<file path="config.mk">
export PLATFORM = sky130hd
export DESIGN_NAME = seq_shifter
export DESIGN_NICKNAME = d
export VERILOG_FILES = /design/src/rtl/shift_pkg.sv /design/src/rtl/shift_step.sv /design/src/rtl/seq_shifter.sv
export SDC_FILE = /design/constraint.sdc
export NUM_CORES = 1
export LEC_CHECK = 0
export CORE_MARGIN = 5
export CORE_UTILIZATION = 48
export CTS_BUF_LIST = sky130_fd_sc_hd__clkbuf_2
export DETAILED_ROUTE_END_ITERATION = 12
export PLACE_DENSITY = 0.83
export SETUP_SLACK_MARGIN = 0.02
export SYNTH_ARGS = -nofsm -noshare
export SYNTH_HDL_FRONTEND = slang
export SYNTH_HIERARCHICAL = 1
export SYNTH_SLANG_ARGS = --single-unit
</file>
<file path="constraint.sdc">
create_clock -name clk -period 3.95 [get_ports clk]
set_clock_uncertainty 0.2 [all_clocks]
set_input_delay 0.395 -clock clk [delete_from_list [all_inputs] [get_ports clk]]
set_output_delay 0.395 -clock clk [all_outputs]
set_load 0.01 [all_outputs]
</file>
<file path="src/rtl/shift_pkg.sv">
// rtl/shift_pkg.sv - shared enums for the sequential shift/rotate unit
package shift_pkg;

  typedef enum logic [1:0] {
    SH_LSL = 2'b00,
    SH_LSR = 2'b01,
    SH_ASR = 2'b10,
    SH_ROR = 2'b11
  } shift_op_t;

  typedef enum logic [1:0] {
    ST_IDLE  = 2'b00,
    ST_SHIFT = 2'b01,
    ST_DONE  = 2'b10
  } shift_state_t;

endpackage

</file>
<file path="src/rtl/shift_step.sv">
// rtl/shift_step.sv - combinational shift/rotate of a word by 0..STEP positions
module shift_step
  import shift_pkg::*;
#(
  parameter int WIDTH = 64,
  parameter int STEP  = 4,
  localparam int NW   = $clog2(STEP + 1),
  localparam int AW   = $clog2(WIDTH) + 1
) (
  input  logic [WIDTH-1:0] data,
  input  logic [1:0]       op,
  input  logic [NW-1:0]    n,
  output logic [WIDTH-1:0] shifted
);

  logic [AW-1:0] lsh;

  // Apply one n-bit step; ROR uses WIDTH-n left shift, which yields 0 when n=0
  always_comb begin
    lsh = AW'(WIDTH) - AW'(n);
    case (shift_op_t'(op))
      SH_LSL:  shifted = data << n;
      SH_LSR:  shifted = data >> n;
      SH_ASR:  shifted = $unsigned($signed(data) >>> n);
      default: shifted = (data >> n) | (data << lsh);
    endcase
  end

endmodule

</file>
<file path="src/rtl/seq_shifter.sv">
// rtl/seq_shifter.sv - multi-cycle shift/rotate unit with start/ready handshake
module seq_shifter
  import shift_pkg::*;
#(
  parameter int WIDTH = 64,
  parameter int STEP  = 4,
  localparam int SHW  = $clog2(WIDTH),
  localparam int NW   = $clog2(STEP + 1)
) (
  input  logic             clk,
  input  logic             reset_n,
  input  logic             start,
  input  logic [1:0]       op,
  input  logic [WIDTH-1:0] in_data,
  input  logic [SHW-1:0]   shamt,
  output logic             ready,
  output logic             busy,
  output logic             done,
  output logic [WIDTH-1:0] result
);

  shift_state_t   state;
  shift_op_t      op_q;
  logic [WIDTH-1:0] data_q;
  logic [SHW-1:0] rem_q;
  logic [SHW:0]   rem_ext;
  logic [NW-1:0]  n;
  logic [WIDTH-1:0] step_out;

  // Bits to move this cycle: the smaller of STEP and what is left
  always_comb begin
    rem_ext = {1'b0, rem_q};
    if (rem_ext < (SHW+1)'(STEP)) begin
      n = NW'(rem_ext);
    end else begin
      n = NW'(STEP);
    end
  end

  shift_step #(
    .WIDTH (WIDTH),
    .STEP  (STEP)
  ) u_step (
    .data    (data_q),
    .op      (op_q),
    .n       (n),
    .shifted (step_out)
  );

  // Handshake FSM, remaining-count and data register
  always_ff @(posedge clk or negedge reset_n) begin
    if (!reset_n) begin
      state  <= ST_IDLE;
      data_q <= '0;
      rem_q  <= '0;
      op_q   <= SH_LSL;
    end else begin
      case (state)
        ST_IDLE, ST_DONE: begin
          if (start) begin
            data_q <= in_data;
            rem_q  <= shamt;
            op_q   <= shift_op_t'(op);
            state  <= (shamt == '0) ? ST_DONE : ST_SHIFT;
          end else begin
            state  <= ST_IDLE;
          end
        end
        ST_SHIFT: begin
          data_q <= step_out;
          rem_q  <= rem_q - SHW'(n);
          if (rem_q == SHW'(n)) begin
            state <= ST_DONE;
          end
        end
        default: state <= ST_IDLE;
      endcase
    end
  end

  assign ready  = (state == ST_IDLE) || (state == ST_DONE);
  assign busy   = (state == ST_SHIFT);
  assign done   = (state == ST_DONE);
  assign result = data_q;

endmodule

</file>
==> impl_metrics.csv, run 1 <==
group,metric,value,unit
cts,clockRootBuffer,"clkbuf_2",
timing,slew_headroom,0.339,
finish,area_growth,14.4,%
yosys,synth_edf_count,0,
setup_path,rrSetupSlack,0.19,ns
cts,postCtsSetupBuffers,0,
cts,clk_latency,0.61,ns
route,wire_per_inst,24.5,µm
power_and_ir_drop,p_switching,5.88,mW
setup_path,crit_top_cell,"ha_2",
timing,fin_tns_setup,0,ns
cts,cts_buffers,9,
cts,cts.clk_slew.worst_paths,0.23,ns
setup_path,crit_family,"multiplexers",
setup_path,r2r-end,"result[62]",
min_path,hold_end,"result[11]",
finish,fillerInstances,1881,
yosys,syn_area,10500,µm²
cts,clockBufferDepth,2,
route,totalWireLength,37600,µm
global_route,overflow,0,
finish,final_cells,1536,
power_and_ir_drop,power_leakage,4.22,nW
finish,drive_gt1_frac,0.184,
finish,layout_commonest_cell,"nand2_1",
setup_path,crit_chain,"nor4_4 > and2_4 > inv_2 > ha_2 > ha_2 > mux2_2 > mux4_2 > a22oi_1 > o221ai_1 > nor2_1 > a31oi_1",
power_and_ir_drop,power_frac_comb,0.752,
power_and_ir_drop,p_clk_frac,0.034,
setup_path,cp_slowest_stage_delay,0.52,ns
yosys,yosysWarnings,6,
min_path,hold_path_class,"input port to flip-flop",
timing,rsz0062_at_grt,"no",
yosys,synth_fp_nets,1293,
timing,fmax,266,MHz
global_route,antenna_found_initial,2,
finish,final_area,12000,µm²
yosys,synth.ff_latch_count,74,
die,num_rows,54,
placed_design,gp_congestion,1.02,
timing,final_hold_viol_count,0,
finish,fin_nets,1328,
placed_design,place_area,11900,µm²
timing,fin_crit,3.76,ns
die,start_util,0.485,
global_route,globalRouteTotalUtil,0.290,
cts,cts_tree,"built",
timing,slew_viol_final,0,
yosys,netlist_instances,1215,
finish,mostFrequentLayoutCells,"nand2_1 (206), clkdlybuf4s50_1 (140), nor2_1 (122), mux2i_1 (108), mux4_2 (95)",
yosys,synthDistinctLibCells,81,
die,core,21700,µm²
route,drtIter0Drc,1840,
power_and_ir_drop,powerDensity,921,nW/µm²
yosys,synth-async-reset-ratio,1.00,
placed_design,place_inst,1517,
setup_path,crit_path_end_kind,"flip-flop",
min_path,hold_start,"in_data[11]",
setup_path,path_max_fanout,11,
placed_design,io_buffers,141,
die,die_area,25000,µm²
timing,setup_viol,0,
global_route,grt_start_max_net_pins,116,
power_and_ir_drop,netSwitchingFraction,0.531,
route,drc_errors,0,
finish,final_util,0.555,
route,drtAntennaViolNets,0,
setup_path,cpMaxStageDelayCell,"dfrtp_1",
yosys,ys_seq_area_frac,0.176,
die,die_w,158,µm
timing,worst_pin_slew,0.991,ns
power_and_ir_drop,power_frac_seq,0.214,
setup_path,r2r_start,"rem_q[4]",
setup_path,crit_required,4.21,ns
route,viasPerCell,7.15,
setup_path,critPathBufInv,1,
min_path,hold_depth,3,
setup_path,worstPathArrival,4.03,ns
cts,htree_levels,3,
power_and_ir_drop,finalPower,11.1,mW
die,ios,142,
setup_path,setup.worst_path.start_class,"flip-flop",
placed_design,dp_hpwl,25700,µm
yosys,synth-main-ff-cell,"dfrtp_1",
yosys,avgSynthCellArea,8.65,µm²
timing,timing.final.crit_share,0.953,
setup_path,critPathKind,"flip-flop to flip-flop",
global_route,grt_pass1_vias,10100,
flow_run,drv_cap,0,
cts,cts_num_sinks,74,
power_and_ir_drop,irDropWorstVdd,0.677,mV
die,die_y,158,µm
outcome,status,"complete, no violations",
route,first_pass_iters,10,
setup_path,r2r.worst_path.cells,11,
route,vias,11000,
global_route,grt_pass1_wl,57600,µm
power_and_ir_drop,p_int,5.20,mW
-- state kept, by name, indices dropped and copies added, names as in the netlist --
name and count:
result 64, rem_q 6, op_q 2, state 2
-- power groups by stage --
stage / Combinational, mW / Sequential [mW] / Clock (mW)
after detailed placement: 8.07 / 2.32 / 0
after global placement: 7.89 / 2.30 / 0
final: 8.34 / 2.37 / 0.378
after CTS: 8.11 / 2.31 / 0.387
after global routing: 8.90 / 2.44 / 0.414
after floorplan: 6.07 / 1.77 / 0
-- worst max path at each step --
stage | startpoint | to | slack, ns | cells past startpoint
2_1_floorplan | rem_q[2] | result[63] | 0.05 | 17
3_3_place_gp | rem_q[2] | result[23] | 0.34 | 10
3_5_place_dp | rem_q[2] | result[57] | 0.22 | 9
4_1_cts | rem_q[2] | result[57] | 0.19 | 9
5_1_grt | rem_q[2] | result[62] | 0.05 | 11
6_report | rem_q[4] | result[62] | 0.19 | 11
-- cells in the mapped netlist, types with 4 or more instances --
library cell / number / area share
mux2i_1: 108 / 0.10
a2111o_1: 4 / 0.0043
nand3_1: 17 / 0.0081
or3_1: 8 / 0.0048
o311ai_0: 16 / 0.013
and2_1: 5 / 0.0030
buf_2: 45 / 0.021
nor2b_1: 6 / 0.0036
buf_1: 7 / 0.0025
o22ai_1: 13 / 0.0077
clkbuf_1: 73 / 0.026
o2111ai_1: 6 / 0.0050
a31oi_1: 70 / 0.042
a211o_1: 6 / 0.0050
a2bb2oi_1: 6 / 0.0050
dfrtp_1: 74 / 0.18
buf_4: 21 / 0.015
a221o_1: 4 / 0.0038
a21oi_1: 19 / 0.0090
nor2_1: 122 / 0.044
buf_6: 6 / 0.0064
nand2_1: 206 / 0.074
nand3b_1: 9 / 0.0064
o21ai_0: 30 / 0.014
a211oi_1: 9 / 0.0064
inv_1: 9 / 0.0032
nand2b_1: 10 / 0.0060
a22o_1: 11 / 0.0092
o2bb2ai_1: 7 / 0.0058
a22oi_1: 16 / 0.011
nor4_1: 4 / 0.0024
or2_2: 4 / 0.0024
nor3_1: 14 / 0.0067
o31ai_1: 9 / 0.0064
o211ai_1: 14 / 0.010
o221ai_1: 5 / 0.0042
mux4_2: 95 / 0.20
mux2_2: 55 / 0.059
a32oi_1: 6 / 0.0050
-- cell families (layout without fill, tap and decap cells) --
group,Yosys count,after routing,share of synthesized area
compound gates,293,293,0.204
flops,74,74,0.176
simple gates,421,421,0.173
buf+inv,165,204,0.0773
mux,258,258,0.365
fa+ha+maj,3,3,0.00357
other cells,1,3,0.000357
-- per-layer routing --
metal | up-vias | track usage | part of all wire | wire (µm)
met5 | - | 0.00198 | 0 | 0
met4 | 0 | 0.126 | 0.044 | 1640
met3 | 151 | 0.0689 | 0.13 | 5060
met2 | 931 | 0.437 | 0.45 | 16700
met1 | 5191 | 0.400 | 0.38 | 14100
li1 | 4708 | - | - | -
-- through the flow --
stage	setup slack, ns	hold slack [ns]
2_1_floorplan	0.0461	-0.101
3_3_place_gp	0.344	0.318
3_5_place_dp	0.220	0.356
4_1_cts	0.189	0.0538
5_1_grt	0.0541	0.0612
6_report	0.187	0.102
-- final cells by class --
class,count,area [µm²],share of cell area
multi-input cells,976,7900,0.657
flip-flops and latches,74,1850,0.154
repair buffers,178,1810,0.150
well taps,280,350,0.0291
clock buffers,11,55.1,0.00458
inverters,11,41.3,0.00343
clock inverters,4,20.0,0.00166
diodes,2,5.00,0.000416
-- worst reg2reg max path, cell delays in order, from the launching register on --
cell and delay [ns]:
dfrtp_1 0.52, nor4_4 0.43, and2_4 0.30, inv_2 0.05, ha_2 0.19, ha_2 0.48
mux2_2 0.41, mux4_2 0.52, a22oi_1 0.19, o221ai_1 0.15, nor2_1 0.15, a31oi_1 0.06
-- repair_timing --
item | CTS | global route
hold buffers | 1 | 0
endpoints found under the hold margin | 74 | 0
endpoints found under the setup margin | 0 | 8
gates resized for setup | 0 | 5
No activity file was read; power rests on OpenSTA's default activity.
==> run 2, diff against run 1 <==
--- a/config.mk
+++ b/config.mk
@@ -11,6 +11,7 @@
 export DETAILED_ROUTE_END_ITERATION = 12
 export PLACE_DENSITY = 0.83
 export SETUP_SLACK_MARGIN = 0.02
+export SKIP_LAST_GASP = 1
 export SYNTH_ARGS = -nofsm -noshare
 export SYNTH_HDL_FRONTEND = slang
 export SYNTH_HIERARCHICAL = 1
==> results of run 2 <==
The final DEF is identical to that of run 1; final timing and power are the same.
